==> src/rtl/acc_sp_unit.sv <==
// acc_sp_unit
// -----------------------------------------------------------------------------
// Accumulator and stack-pointer register unit for the accumulator datapath.
// Builds the immediate forms (sign-extended, sign-extended << 1, zero-extended,
// upper-placed), selects and registers the accumulator source, and owns a
// stack pointer that pushes/pops by STEP without an ALU pass.
//
// Optional feature macro: ACC_SP_BOUNDS_CHECK_EN
//   defined   : push/pop are refused at the stack bounds and raise sticky
//               SpOverflow / SpUnderflow flags (cleared by FaultClr).
//   undefined : push/pop always adjust SP modulo 2^DW, flags tied 0,
//               FaultClr ignored.
//
// Ports:
//   CLK         in   1   clock, rising edge
//   reset       in   1   synchronous, active-high
//   IR          in   IW  immediate field
//   MemData     in   DW  memory read data
//   MDR         in   DW  memory data register
//   ALU         in   DW  ALU result
//   AccSrc      in   3   accumulator source select
//   AccWrite    in   1   accumulator write enable
//   SpOp        in   2   00 hold, 01 push, 10 pop, 11 load from ALU
//   FaultClr    in   1   clears sticky fault flags
//   AccOutput   out  DW  accumulator register
//   SpOutput    out  DW  stack-pointer register
//   SE          out  DW  sign-extended IR
//   SELeft      out  DW  SE << 1, truncated
//   ZE          out  DW  zero-extended IR
//   StackEmpty  out  1   SP == SP_INIT
//   StackFull   out  1   SP - STEP < SP_LIMIT (DW+1 bits wide)
//   SpOverflow  out  1   sticky: push refused
//   SpUnderflow out  1   sticky: pop refused
// -----------------------------------------------------------------------------
module acc_sp_unit #(
    parameter int unsigned     DW       = 16,
    parameter int unsigned     IW       = 8,
    parameter logic [DW-1:0]   SP_INIT  = 16'h0400,
    parameter logic [DW-1:0]   SP_LIMIT = 16'h03F0,
    parameter int unsigned     STEP     = 2
) (
    input  logic          CLK,
    input  logic          reset,
    input  logic [IW-1:0] IR,
    input  logic [DW-1:0] MemData,
    input  logic [DW-1:0] MDR,
    input  logic [DW-1:0] ALU,
    input  logic [2:0]    AccSrc,
    input  logic          AccWrite,
    input  logic [1:0]    SpOp,
    input  logic          FaultClr,
    output logic [DW-1:0] AccOutput,
    output logic [DW-1:0] SpOutput,
    output logic [DW-1:0] SE,
    output logic [DW-1:0] SELeft,
    output logic [DW-1:0] ZE,
    output logic          StackEmpty,
    output logic          StackFull,
    output logic          SpOverflow,
    output logic          SpUnderflow
);

    localparam logic [1:0] SP_HOLD = 2'b00;
    localparam logic [1:0] SP_PUSH = 2'b01;
    localparam logic [1:0] SP_POP  = 2'b10;
    localparam logic [1:0] SP_LOAD = 2'b11;

    function automatic logic signed [DW-1:0] signExtend(input logic [IW-1:0] v);
        logic signed [DW-1:0] r;
        r = {{(DW-IW){v[IW-1]}}, v};
        return r;
    endfunction

    function automatic logic [DW-1:0] zeroExtend(input logic [IW-1:0] v);
        return {{(DW-IW){1'b0}}, v};
    endfunction

    // Immediate forms (combinational)
    logic signed [DW-1:0] seSigned;

    assign seSigned = signExtend(IR);
    assign SE       = seSigned;
    assign SELeft   = {seSigned[DW-2:0], 1'b0};
    assign ZE       = zeroExtend(IR);

    // Accumulator source select
    logic [DW-1:0] accNext;

    always_comb begin
        accNext = AccOutput;
        case (AccSrc)
            3'd0:    accNext = {IR, {(DW-IW){1'b0}}};
            3'd1:    accNext = MDR;
            3'd2:    accNext = MemData;
            3'd3:    accNext = SE;
            3'd4:    accNext = ALU;
            3'd5:    accNext = ZE;
            // Lower fill: keeps the upper immediate loaded by source 0.
            3'd6:    accNext = {AccOutput[DW-1:IW], IR};
            default: accNext = AccOutput;
        endcase
    end

    always_ff @(posedge CLK) begin
        if (reset) begin
            AccOutput <= '0;
        end else if (AccWrite) begin
            AccOutput <= accNext;
        end
    end

    // Stack bounds, one extra bit so a borrow/carry is visible
    logic [DW:0] spWide;
    logic [DW:0] stepWide;
    logic [DW:0] limitWide;
    logic [DW:0] spDec;
    logic [DW:0] spInc;

    assign spWide    = {1'b0, SpOutput};
    assign stepWide  = (DW+1)'(STEP);
    assign limitWide = {1'b0, SP_LIMIT};
    assign spDec     = spWide - stepWide;
    assign spInc     = spWide + stepWide;

    // A borrow out of the subtraction means SP is already below STEP.
    assign StackFull  = spDec[DW] | (spDec < limitWide);
    assign StackEmpty = (SpOutput == SP_INIT);

    logic [DW-1:0] spNext;

`ifdef ACC_SP_BOUNDS_CHECK_EN
    logic [DW:0] initWide;
    logic        popOk;
    logic        ovfNext;
    logic        udfNext;

    assign initWide = {1'b0, SP_INIT};
    assign popOk    = !StackEmpty && (spInc <= initWide);

    always_comb begin
        spNext  = SpOutput;
        ovfNext = SpOverflow;
        udfNext = SpUnderflow;
        // Clear first so a fault raised in the same cycle wins.
        if (FaultClr) begin
            ovfNext = 1'b0;
            udfNext = 1'b0;
        end
        case (SpOp)
            SP_PUSH: begin
                if (!StackFull) spNext  = spDec[DW-1:0];
                else            ovfNext = 1'b1;
            end
            SP_POP: begin
                if (popOk) spNext  = spInc[DW-1:0];
                else       udfNext = 1'b1;
            end
            SP_LOAD: spNext = ALU;
            SP_HOLD: spNext = SpOutput;
            default: spNext = SpOutput;
        endcase
    end

    always_ff @(posedge CLK) begin
        if (reset) begin
            SpOutput    <= SP_INIT;
            SpOverflow  <= 1'b0;
            SpUnderflow <= 1'b0;
        end else begin
            SpOutput    <= spNext;
            SpOverflow  <= ovfNext;
            SpUnderflow <= udfNext;
        end
    end
`else
    logic unusedFaultClr;

    assign unusedFaultClr = FaultClr;
    assign SpOverflow     = 1'b0;
    assign SpUnderflow    = 1'b0;

    // Without bounds checking push/pop simply wrap modulo 2^DW.
    always_comb begin
        spNext = SpOutput;
        case (SpOp)
            SP_PUSH: spNext = spDec[DW-1:0];
            SP_POP:  spNext = spInc[DW-1:0];
            SP_LOAD: spNext = ALU;
            SP_HOLD: spNext = SpOutput;
            default: spNext = SpOutput;
        endcase
    end

    always_ff @(posedge CLK) begin
        if (reset) begin
            SpOutput <= SP_INIT;
        end else begin
            SpOutput <= spNext;
        end
    end
`endif

endmodule

==> config.mk <==
export PLATFORM = sky130hd
export DESIGN_NAME = acc_sp_unit
export DESIGN_NICKNAME = d
export VERILOG_FILES = /design/src/rtl/acc_sp_unit.sv
export SDC_FILE = /design/constraint.sdc
export NUM_CORES = 1
export LEC_CHECK = 0
export BUFFER_PORTS_ARGS = -buffer_cell sky130_fd_sc_hd__buf_2
export CAP_MARGIN = 30
export CELL_PAD_IN_SITES_DETAIL_PLACEMENT = 0
export CELL_PAD_IN_SITES_GLOBAL_PLACEMENT = 1
export CORE_MARGIN = 4
export CORE_UTILIZATION = 35
export CTS_BUF_LIST = sky130_fd_sc_hd__clkbuf_4 sky130_fd_sc_hd__clkbuf_8
export DETAILED_ROUTE_END_ITERATION = 8
export GPL_ROUTABILITY_DRIVEN = 0
export PLACE_DENSITY = 0.88
export SLEW_MARGIN = 30
export SYNTH_ARGS = -nofsm -noshare
export SYNTH_HDL_FRONTEND = slang
export SYNTH_SLANG_ARGS = --single-unit
==> constraint.sdc <==
create_clock -name CLK -period 5.5 [get_ports CLK]
set_clock_uncertainty 0.05 [all_clocks]
set_input_delay 0.825 -clock CLK [delete_from_list [all_inputs] [get_ports CLK]]
set_output_delay 0.825 -clock CLK [all_outputs]
set_load 0.05 [all_outputs]
==> reports/metrics.yaml <==
run_status: "finished clean"
synth.area.top_cells: "dfxtp_1 21%, buf_4 12%, nand2_1 4.9%"
grt_max_degree: 40
synth_edf_count: 0
post-dp-hpwl_um: 7720
max_freq_mhz: 291
finalSetupViolations: 0
min_to: "AccOutput[10]"
synth_seq_area_share_pct: 21.1
ioPinCount: 149
crit_type: "reg -> out"
slowest_delay_ns: 0.56
holdPathStages: 2
ir_worst_vdd_mv: 0.108
totalWireLength_um: 10300
maxSlewHeadroom_pct: 53.0
power_uw: 873
die_width_um: 101
rsz0062_at_grt: "false"
antenna_found_initial: 0
final_util_pct: 41.6
final_common_cell: "buf_2"
cp-end-kind: "primary output"
cts-resized-gates: 0
placementRows: 33
cts_made_buffers: 5
ff2ff_path_depth: 7
cts_buffer_depth: 2
yosysTopAreaCellShare_pct: 21.1
htreeDepth: 2
synth_cell_types: 62
avgViaCountPerCell: 5.68
placed_area_um2: 3370
crit-reg2reg-capture: "SpOutput[13]"
setup_tns_ns: 0
synth-seq-cells: 32
syn_inst: 413
fillers: 904
path_max_fanout: 11
drc_errors: 0
synth_flop_cell: "dfxtp_1"
worst_slew_pin_slew_ns: 0.705
leakage_uw: 0.00154
slowest_stage: "or4b_1"
insertion_delay_ns: 0.29
drt_pass1_iterations: 4
grt_use_total_pct: 19.5
yosysWarnings: 0
final_antenna_net_count: 0
dieHeight_um: 101
async_reset_ff_share_pct: 0
hold_viol: 0
worstPathArrival_ns: 2.56
drive_gt1_share_pct: 34.0
final_cell_mix: "136 x buf_2, 40 x nand2_1, 33 x nor2_1"
hold_buffers: 0
die_area_um2: 10200
initialDrtViolationCount: 231
setup_ws_ns: 2.06
syn_area_um2: 3040
fin_crit_sh_pct: 62.5
hold_path.class: "reg -> reg"
min_from: "AccOutput[10]"
area_growth_pct: 14.2
root_buffer: "clkbuf_8"
grt_pass1_vias: 3092
maxCapViolations: 0
crit-reg2reg-launch: "SpOutput[1]"
syn_avg_cell_area_um2: 7.35
portBuffers: 136
cp_cell_sequence: "inv_1 > ha_1 > or4b_1 > or3_1 > o22ai_1 > a41oi_1 > buf_2"
wire_per_inst_um: 17.5
cts.clk_slew.worst_paths_ns: 0.08
clock_sinks: 32
core-area_um2: 8340
vias: 3338
stdcell_area_um2: 3470
final_max_slew_viol_count: 0
grt_pass1_wl_um: 16000
p_per_area_nw_per_um2: 252
yosys.area.top_type: "dfxtp_1"
start_util_pct: 36.4
cp-start-kind: "register"
post-place-ws_ns: 2.39
num_antenna_cells: 0
nNetsFinal: 549
overflow: 0
post-cts-setup-buffer-count: 0
cts_tree: "done"
fin_crit_ns: 3.44
cp.required_ns: 4.62
rrSetupSlack_ns: 2.92
==> routing by layer <==
layer  share of wire [%]  wire (um)  track usage [%]
met5                   0          0                0
met4                 1.2        128             4.91
met3                  10       1060             3.79
met2                  47       4840             31.8
met1                  41       4250             26.4
==> kinds of logic (layout without fill, tap and decap cells) <==
kind of cell	after synthesis	in the layout	share of synthesized area, %
AND/OR/NAND/NOR	136	136	22.7
AO/OA/AOI/OAI	124	124	29.6
buffers and inverters	96	156	18.4
flip-flops	32	32	21.1
XOR/XNOR	11	11	3.17
multiplexers	11	11	4.00
adder cells (fa/ha/maj)	2	2	0.824
other	1	11	0.123
==> Yosys cell counts (2+ instances only) <==
cell type / instances
nand3b_1: 3
a221oi_1: 3
a211oi_1: 6
buf_4: 50
buf_2: 2
and4_1: 4
mux2_2: 9
mux2i_1: 2
or4_4: 2
a31oi_1: 5
or4_1: 2
a21oi_1: 22
nand3_1: 12
a22oi_1: 3
a41oi_1: 3
nor3_1: 5
clkbuf_1: 27
and2_1: 4
xor2_1: 4
a21o_1: 10
nor3_2: 2
inv_1: 11
nor2b_1: 8
o221ai_1: 9
o211ai_1: 9
nor2_1: 34
nand4_1: 7
nand2_1: 40
o31ai_1: 2
ha_1: 2
buf_1: 3
xnor2_1: 7
o22ai_1: 14
o21ai_0: 7
nand2b_1: 4
dfxtp_1: 32
a41o_1: 2
a311oi_1: 9
or2_2: 4
a221o_1: 7
==> worst max-delay path by stage <==
stage	from	end	cells after the start
3_5_place_dp	SpOutput[1]	StackFull	7
2_1_floorplan	SpOutput[1]	StackFull	8
6_report	SpOutput[1]	StackFull	7
3_3_place_gp	SpOutput[1]	StackFull	7
4_1_cts	SpOutput[1]	StackFull	7
5_1_grt	SpOutput[1]	StackFull	8
==> state kept, by name, summed over array words and instances, names as in the netlist <==
name       cells
AccOutput     16
SpOutput      16
==> where the power goes <==
group | switching, uW | internal [uW] | leakage (uW)
Clock | 102 | 95.1 | 0.0000448
Sequential | 33.2 | 250 | 0.000264
Combinational | 278 | 115 | 0.00123
Total | 413 | 460 | 0.00154
==> critical path, delay by kind of cell (launching register included) <==
kind / cells / cell delay [ns]
and+or+nand+nor: 2 / 0.89
DFF: 1 / 0.42
adders and majority gates: 1 / 0.34
buffers and inverters: 2 / 0.34
AOI/OAI and AO/OA: 2 / 0.28
==> metrics by stage <==
step	std cells	hold WS, ns
after floorplan	423	0.625
after global placement	580	0.394
after detailed placement	580	0.400
after CTS	588	0.412
after global routing	588	0.432
final	588	0.409
==> final cells by class <==
cell class,instances,area (um2),share of cell area [%]
Multi-Input combinational cell,295,1880,54.1
Timing Repair Buffer,136,681,19.6
Sequential cell,32,641,18.5
Tap cell,105,131,3.79
Clock buffer,6,76.3,2.20
Inverter,12,45.0,1.30
Clock inverter,2,16.3,0.469
(Power assumes the default switching activity.)
